[src/rtl/ccc_lock_sequencer.sv]
`default_nettype none
// ============================================================================
//  Module      : ccc_lock_sequencer
//  Description : Waits for every PLL/CCC lock to stay stable for a filter
//                window, then releases per-channel resets in order and
//                supervises the locks afterwards.
//  Revision    : 1.0 - initial release
// ============================================================================
module ccc_lock_sequencer #(
  parameter int NUM_CH      = 2,
  parameter int SYNC_STAGES = 2,
  parameter int LOCK_CYCLES = 1024,
  parameter int SEQ_GAP     = 16
) (
  input  logic              REF_CLK_0,
  input  logic              RESET,
  input  logic [NUM_CH-1:0] PLL_LOCK,
  input  logic              CLR_LOSS,
  output logic [NUM_CH-1:0] RST_OUT,
  output logic              READY,
  output logic              LOCK_LOST,
  output logic [7:0]        LOSS_CNT,
  output logic [2:0]        STATE
);

  localparam int CH_W = (NUM_CH > 1) ? $clog2(NUM_CH) : 1;

  localparam logic [2:0] S_IDLE    = 3'd0;
  localparam logic [2:0] S_FILTER  = 3'd1;
  localparam logic [2:0] S_RELEASE = 3'd2;
  localparam logic [2:0] S_RUN     = 3'd3;
  localparam logic [2:0] S_FAULT   = 3'd4;

  localparam logic [15:0]       FILT_LAST = 16'(LOCK_CYCLES - 1);
  localparam logic [7:0]        GAP_LAST  = 8'(SEQ_GAP - 1);
  localparam logic [CH_W-1:0]   IDX_LAST  = CH_W'(NUM_CH - 1);
  localparam logic [NUM_CH-1:0] CH_ONE    = NUM_CH'(1);
  localparam logic [NUM_CH-1:0] CH_ALL    = {NUM_CH{1'b1}};

  logic [NUM_CH-1:0] lock_s;
  logic              all_locked;
  logic              loss_event;

  logic [2:0]        state_q, state_d;
  logic [15:0]       filt_cnt_q, filt_cnt_d;
  logic [7:0]        gap_cnt_q, gap_cnt_d;
  logic [CH_W-1:0]   idx_q, idx_d;
  logic [NUM_CH-1:0] rst_out_q, rst_out_d;
  logic              ready_q, ready_d;
  logic              lock_lost_q, lock_lost_d;
  logic [7:0]        loss_cnt_q, loss_cnt_d;

  // One independent synchroniser per lock input; the FSM only sees lock_s.
  for (genvar i = 0; i < NUM_CH; i++) begin : g_sync
    logic [SYNC_STAGES-1:0] sync_q, sync_d;

    always_comb begin
      sync_d = {sync_q[SYNC_STAGES-2:0], PLL_LOCK[i]};
    end

    always_ff @(posedge REF_CLK_0 or posedge RESET) begin
      if (RESET) begin
        sync_q <= '0;
      end else begin
        sync_q <= sync_d;
      end
    end

    assign lock_s[i] = sync_q[SYNC_STAGES-1];
  end

  assign all_locked = &lock_s;
  assign loss_event = ((state_q == S_RELEASE) || (state_q == S_RUN)) && !all_locked;

  // State register
  always_ff @(posedge REF_CLK_0 or posedge RESET) begin
    if (RESET) begin
      state_q <= S_IDLE;
    end else begin
      state_q <= state_d;
    end
  end

  // Next-state logic
  always_comb begin
    state_d = state_q;
    case (state_q)
      S_IDLE: begin
        if (all_locked) begin
          state_d = S_FILTER;
        end
      end
      S_FILTER: begin
        if (!all_locked) begin
          state_d = S_IDLE;
        end else if (filt_cnt_q == FILT_LAST) begin
          state_d = S_RELEASE;
        end
      end
      S_RELEASE: begin
        if (!all_locked) begin
          state_d = S_FAULT;
        end else if (idx_q == IDX_LAST) begin
          state_d = S_RUN;
        end
      end
      S_RUN: begin
        if (!all_locked) begin
          state_d = S_FAULT;
        end
      end
      S_FAULT: begin
        state_d = S_IDLE;
      end
      default: begin
        state_d = S_IDLE;
      end
    endcase
  end

  // Output / datapath logic: counters and outputs are registered, so the
  // reset pattern changes on the same edge as the state transition.
  always_comb begin
    filt_cnt_d = '0;
    gap_cnt_d  = '0;
    idx_d      = '0;
    rst_out_d  = CH_ALL;
    ready_d    = 1'b0;

    case (state_q)
      S_FILTER: begin
        if (state_d == S_RELEASE) begin
          rst_out_d = CH_ALL & ~CH_ONE;
        end else if (state_d == S_FILTER) begin
          filt_cnt_d = filt_cnt_q + 16'd1;
        end
      end
      S_RELEASE: begin
        if (state_d == S_RUN) begin
          rst_out_d = '0;
          ready_d   = 1'b1;
        end else if (state_d == S_RELEASE) begin
          if (gap_cnt_q == GAP_LAST) begin
            idx_d     = idx_q + 1'b1;
            rst_out_d = rst_out_q & ~(CH_ONE << (idx_q + 1'b1));
          end else begin
            idx_d     = idx_q;
            gap_cnt_d = gap_cnt_q + 8'd1;
            rst_out_d = rst_out_q;
          end
        end
      end
      S_RUN: begin
        if (state_d == S_RUN) begin
          rst_out_d = '0;
          ready_d   = 1'b1;
        end
      end
      default: begin
        rst_out_d = CH_ALL;
      end
    endcase

    // A loss in the same cycle as a clear wins and counts as the first event.
    if (loss_event) begin
      lock_lost_d = 1'b1;
      if (CLR_LOSS) begin
        loss_cnt_d = 8'd1;
      end else if (loss_cnt_q == 8'hFF) begin
        loss_cnt_d = loss_cnt_q;
      end else begin
        loss_cnt_d = loss_cnt_q + 8'd1;
      end
    end else if (CLR_LOSS) begin
      lock_lost_d = 1'b0;
      loss_cnt_d  = '0;
    end else begin
      lock_lost_d = lock_lost_q;
      loss_cnt_d  = loss_cnt_q;
    end
  end

  always_ff @(posedge REF_CLK_0 or posedge RESET) begin
    if (RESET) begin
      filt_cnt_q  <= '0;
      gap_cnt_q   <= '0;
      idx_q       <= '0;
      rst_out_q   <= CH_ALL;
      ready_q     <= 1'b0;
      lock_lost_q <= 1'b0;
      loss_cnt_q  <= '0;
    end else begin
      filt_cnt_q  <= filt_cnt_d;
      gap_cnt_q   <= gap_cnt_d;
      idx_q       <= idx_d;
      rst_out_q   <= rst_out_d;
      ready_q     <= ready_d;
      lock_lost_q <= lock_lost_d;
      loss_cnt_q  <= loss_cnt_d;
    end
  end

  assign RST_OUT   = rst_out_q;
  assign READY     = ready_q;
  assign LOCK_LOST = lock_lost_q;
  assign LOSS_CNT  = loss_cnt_q;
  assign STATE     = state_q;

endmodule
`default_nettype wire
[config.mk]
export PLATFORM = sky130hd
export DESIGN_NAME = ccc_lock_sequencer
export DESIGN_NICKNAME = d
export VERILOG_FILES = /design/src/rtl/ccc_lock_sequencer.sv
export SDC_FILE = /design/constraint.sdc
export NUM_CORES = 1
export LEC_CHECK = 0
export ABC_CLOCK_PERIOD_IN_PS = 2250
export CORE_MARGIN = 2
export CORE_UTILIZATION = 35
export CTS_CLUSTER_DIAMETER = 40
export DETAILED_ROUTE_END_ITERATION = 8
export PLACE_DENSITY_LB_ADDON = 0.1
export SLEW_MARGIN = 20
export SYNTH_ARGS = -nofsm -noshare
export SYNTH_HDL_FRONTEND = slang
export SYNTH_SLANG_ARGS = --single-unit
[constraint.sdc]
create_clock -name REF_CLK_0 -period 2.25 [get_ports REF_CLK_0]
set_input_delay 0.45 -clock REF_CLK_0 [delete_from_list [all_inputs] [get_ports REF_CLK_0]]
set_output_delay 0.45 -clock REF_CLK_0 [all_outputs]
set_load 0.01 [all_outputs]
==> impl_metrics.ini, run 1 <==
[cts]
cts_root_buffer = clkbuf_8
cts_inserted_buffers = 5
htreeDepth = 2
post_cts_buffers = 0
hold_buffers = 0
clk-insertion-delay-late_ns = 0.29
cts_buffer_depth = 2
cts_sinks = 44
cts_tree = built
post_cts_resized = 0
path_clk_slew_ns = 0.08

[layout]
syn_to_final_growth_pct = 18.9
fill_cells = 550
mostFrequentLayoutCells = dfrtp_1, nor2_1, clkdlybuf4s50_1
utilization = 0.430
nets = 222
final_common_cell = dfrtp_1
drive_above_1_share = 0.0698
diodes = 0

[die]
rows = 27
die_area_um2 = 6300
coreArea_um2 = 5510
die_y_um = 79.4
initial_core_util = 0.361
io_pins = 20
die_x_um = 79.4

[power_and_ir_drop]
peakVddDrop_uv = 269
p_per_area_nw_per_um2 = 570
p_leak_nw = 0.966

[sta]
period_needed_ns = 1.81
relSlewSlack = 0.625
fin_tns_setup_ns = 0
worst_pin_slew_ns = 0.562
fin_crit_sh = 0.804
hold_violations = 0
fmax_mhz = 553
fin_skew_ns = 0.00769
setup_viol = 0
rsz0062_at_grt = false
slew_viol_final = 0

[setup_path]
slowest_stage = dfstp_2
path_class = flip-flop to primary output
slowest_delay_ns = 0.54
r2r-start = LOSS_CNT[0]
critPathMaxFanout = 2
crit_chain = clkdlybuf4s50_1
required_ns = 1.80
crit_arrival_ns = 1.36
path_delay_family = flip-flops
cp_num_buf_inv = 1
critPathLaunch = RST_OUT[0]
cp-end-kind = primary output
start_kind = flip-flop

[route]
antenna_left = 0
firstDrtPassIters = 2
wl_um = 3880
drc_errors = 0
viasPerCell = 5.06
drt_iter0_drc = 52
wire_per_inst_um = 13.5
vias = 1451

[global_routing]
antenna_found_initial = 0
overflow = 0
grt_pass1_wl_um = 6920
first_global_vias = 1486
grt_util_all_layers = 0.143
grt_max_degree = 45

[placed_design]
port_buffers = 19
gp_congestion = 0.715
hpwl_um = 2820

[hold_path]
min_from = g_sync[1].sync_q[0]
hold_class = flip-flop to flip-flop

[synth]
syn_inst = 188
synth_top_area_frac = 0.528
syn_area_per_cell_um2 = 10.6
synth_seq_cells = 44
synthTopCellsByArea = dfrtp_1, nor2_1, xnor2_1
syn_nets = 196
seq_area_frac_synth = 0.555
yosys_warnings = 0
yosysTopAreaCell = dfrtp_1
yosysUniqueCellTypes = 38
synth.cell_area_um2 = 1990

[run]
maxCapViolCount = 0

[outcome]
outcome = complete, no violations
==> report_power, final <==
part	total [mW]	internal [mW]	switching [mW]
sequential	0.801	0.797	0.00446
clock	0.504	0.250	0.253
combinational	0.0429	0.0146	0.0283
==> state kept, by name, indices dropped and copies added (netlist names) <==
| name | cells |
|---|---|
| gap_cnt_q | 8 |
| LOSS_CNT | 8 |
| READY | 1 |
| STATE | 3 |
| idx_q | 1 |
| filt_cnt_q | 16 |
| RST_OUT | 2 |
| LOCK_LOST | 1 |
| g_sync.sync_q | 4 |
==> metrics by stage <==
| step | setup WS, ns | power [mW] | cells | area (µm²) | hold WS, ns |
|---|---|---|---|---|---|
| 2_1_floorplan | 0.618 | 0.841 | 188 | 1990 | 0.331 |
| 3_3_place_gp | 0.538 | 0.860 | 279 | 2280 | 0.334 |
| 3_5_place_dp | 0.501 | 0.862 | 279 | 2280 | 0.348 |
| 4_1_cts | 0.418 | 1.38 | 287 | 2370 | 0.367 |
| 5_1_grt | 0.287 | 1.42 | 287 | 2370 | 0.380 |
| 6_report | 0.442 | 1.35 | 287 | 2370 | 0.360 |
==> layer usage <==
| layer | GRT usage | part of all wire | up-vias |
|---|---|---|---|
| li1 | - | - | 718 |
| met1 | 0.173 | 0.44 | 709 |
| met2 | 0.246 | 0.51 | 19 |
| met3 | 0.0407 | 0.031 | 5 |
| met4 | 0.0466 | 0.014 | 0 |
| met5 | 0 | 0 | - |
==> area by class of cell <==
cell class,instances,area [µm²],share of cell area
inverters,4,15.0,0.00635
repair buffers,21,205,0.0867
clock buffers,8,90.1,0.0381
flip-flops and latches,44,1100,0.466
multi-input cells,138,862,0.364
well taps,72,90.1,0.0381
==> path summary, 6_finish.rpt <==
check                                       to  slack (ns)  cells past startpoint
max                                 RST_OUT[0]        0.44                      1
min                        g_sync[1].sync_q[1]        0.36                      0
max reg2reg                        LOSS_CNT[5]        0.50                      5
min reg2reg                g_sync[1].sync_q[1]        0.36                      0
max in group asynchronous        filt_cnt_q[6]        1.26                      3
min in group asynchronous          LOSS_CNT[4]        0.59                      3
==> cell usage after synthesis, drive strengths merged <==
cell     instances
a21oi           10
dfrtp           42
and2b            1
or3              5
nand4b           1
nand4bb          1
nand4            8
xnor2           11
and4             2
or3b             1
o2111ai          1
nand2b           2
o21ai            5
nor4             6
nand3            8
xor2            10
nand2            9
buf              2
o211ai           1
or4              2
nor3             2
a21o             2
dfstp            2
mux2i            1
o31ai            2
a32o             1
and3             4
nor2            33
and2             1
ha               3
nor4bb           1
o21a             1
or2              1
inv              4
a211oi           2
==> logic make-up (layout without fill, tap and decap cells) <==
| kind of cell | after synthesis | in the layout | share of synthesized area |
|---|---|---|---|
| fa+ha+maj | 3 | 3 | 0.0189 |
| buf+inv | 6 | 33 | 0.0119 |
| compound gates | 25 | 25 | 0.0799 |
| flops | 44 | 44 | 0.555 |
| simple gates | 88 | 88 | 0.237 |
| mux | 1 | 1 | 0.00503 |
| xor+xnor | 21 | 21 | 0.0924 |
Note: power is estimated with default switching activity, not from simulation.
==> inputs of run 2 (changes only) <==
- ABC_CLOCK_PERIOD_IN_PS: 2250 -> 1500
- clock period: 2.25 -> 1.5 ns (I/O delays scaled with it)
==> run 2 against run 1 <==
Effect of this change: the flow now finishes with violations (negative setup slack); cell area increased by 19%; utilization grew 8.1 points; first-iteration DRC count is 15% lower; wire length increased by 14%; register-to-register slack worse by 0.52 ns; count of clock-buffer cells in the layout unchanged; clock skew about the same; die area is the same; largest cell class unchanged; highest routed layer unchanged.
==> impl_metrics.ini, run 2 (synthesis gave the netlist of run 1 again) <==
[route]
antenna_left = 0
wl_um = 4410
viasPerCell = 5.00
drt_iter0_drc = 44
firstDrtPassIters = 4
drc_errors = 0
wire_per_inst_um = 13.5
vias = 1639

[setup_path]
cp_num_buf_inv = 1
cp-end-kind = flip-flop
r2r-start = filt_cnt_q[14]
path_class = flip-flop to flip-flop
path_delay_family = simple AND/OR/NAND/NOR gates
start_kind = flip-flop
critPathMaxFanout = 4
required_ns = 1.67
crit_chain = nor4bb_2 -> nand4b_1 -> buf_4 -> o21a_1
slowest_stage = dfrtp_1
slowest_delay_ns = 0.42
crit_arrival_ns = 1.69
critPathLaunch = filt_cnt_q[14]

[run]
maxCapViolCount = 0

[cts]
path_clk_slew_ns = 0.08
htreeDepth = 2
cts_root_buffer = clkbuf_8
cts_tree = built
cts_inserted_buffers = 5
cts_buffer_depth = 2
cts_sinks = 44
clk-insertion-delay-late_ns = 0.29

[power_and_ir_drop]
p_leak_nw = 1.26
power_mw = 1.99
p_per_area_nw_per_um2 = 706
peakVddDrop_uv = 361

[layout]
seqCellArea_um2 = 1110
mostFrequentLayoutCells = buf_4, dfrtp_1, nor2_1
regMostFlops = filt_cnt_q
fill_cells = 479
syn_to_final_growth_pct = 41.3
largest_register_ffs = 16
final_common_cell = buf_4
diodes = 0
layout.cells.non_filler = 328
multi_input_area_um2 = 985
drive_above_1_share = 0.305
utilization = 0.511
nets = 263
design_area_um2 = 2810

[outcome]
outcome = complete, but fails checks
violations = negative setup slack

[hold_path]
hold_class = flip-flop to flip-flop
min_from = g_sync[0].sync_q[0]

[die]
coreArea_um2 = 5510
die_x_um = 79.4
rows = 27
initial_core_util = 0.361
die_y_um = 79.4
die_area_um2 = 6300
io_pins = 20

[sta]
holdWs_ns = 0.354
relSlewSlack = 0.753
fmax_mhz = 658
period_needed_ns = 1.52
setup_viol = 5
slew_viol_final = 0
rsz0062_at_grt = true
fin_skew_ns = 0.00790
worst_pin_slew_ns = 0.368
setup_ws_ns = -0.0192
hold_violations = 0
fin_crit_sh = 1.01
fin_tns_setup_ns = -0.0311

[placed_design]
gp_congestion = 0.794
dp_slack_ns = -0.0296
placed_cell_area_um2 = 2550
port_buffers = 19
hpwl_um = 3110
dp.cells = 308

[global_routing]
grt_util_all_layers = 0.158
antenna_found_initial = 0
first_global_vias = 1661
overflow = 0
grt_max_degree = 45
grt_pass1_wl_um = 7670
run 2: worst paths after layout:
path / to / slack [ns] / depth (start not counted)
setup / recovery: STATE[0] / -0.02 / 4
hold / removal: g_sync[0].sync_q[1] / 0.35 / 0
setup reg to reg: STATE[0] / -0.02 / 4
hold reg to reg: g_sync[0].sync_q[1] / 0.35 / 0
max in group asynchronous: RST_OUT[1] / 0.87 / 3
min in group asynchronous: LOSS_CNT[6] / 0.36 / 3
run 2: layer usage:
layer | wire length, µm | up-vias | share of wire | track usage
met2 | 2270 | 22 | 0.51 | 0.278
met1 | 1960 | 806 | 0.44 | 0.190
met5 | 0 | - | 0 | 0
li1 | - | 806 | - | -
met4 | 52 | 0 | 0.012 | 0.0569
met3 | 135 | 5 | 0.031 | 0.0328
run 2: power by group:
group          internal, mW  total (mW)  switching [mW]
clock                 0.331       0.700           0.369
combinational        0.0346      0.0844          0.0497
sequential             1.20        1.20         0.00560
total                  1.56        1.99           0.424
run 2: what timing repair did:
item | CTS | global route
pin swaps | 2 | 9
gates resized for setup | 19 | 19
endpoints found under the setup margin | 31 | 25
buffers inserted | 7 | 5
hold buffers | 0 | 0
run 2: worst register-to-register path: stages, from the launching register on:
cell and delay (ns):
dfrtp_1 0.42, nor4bb_2 0.32, nand4b_1 0.28, buf_4 0.22, o21a_1 0.17
run 2: cell type report:
type,instances,share of cell area
well taps,72,0.0320
multi-input cells,138,0.350
clock buffers,8,0.0285
flip-flops and latches,44,0.395
repair buffers,62,0.189
inverters,4,0.00534
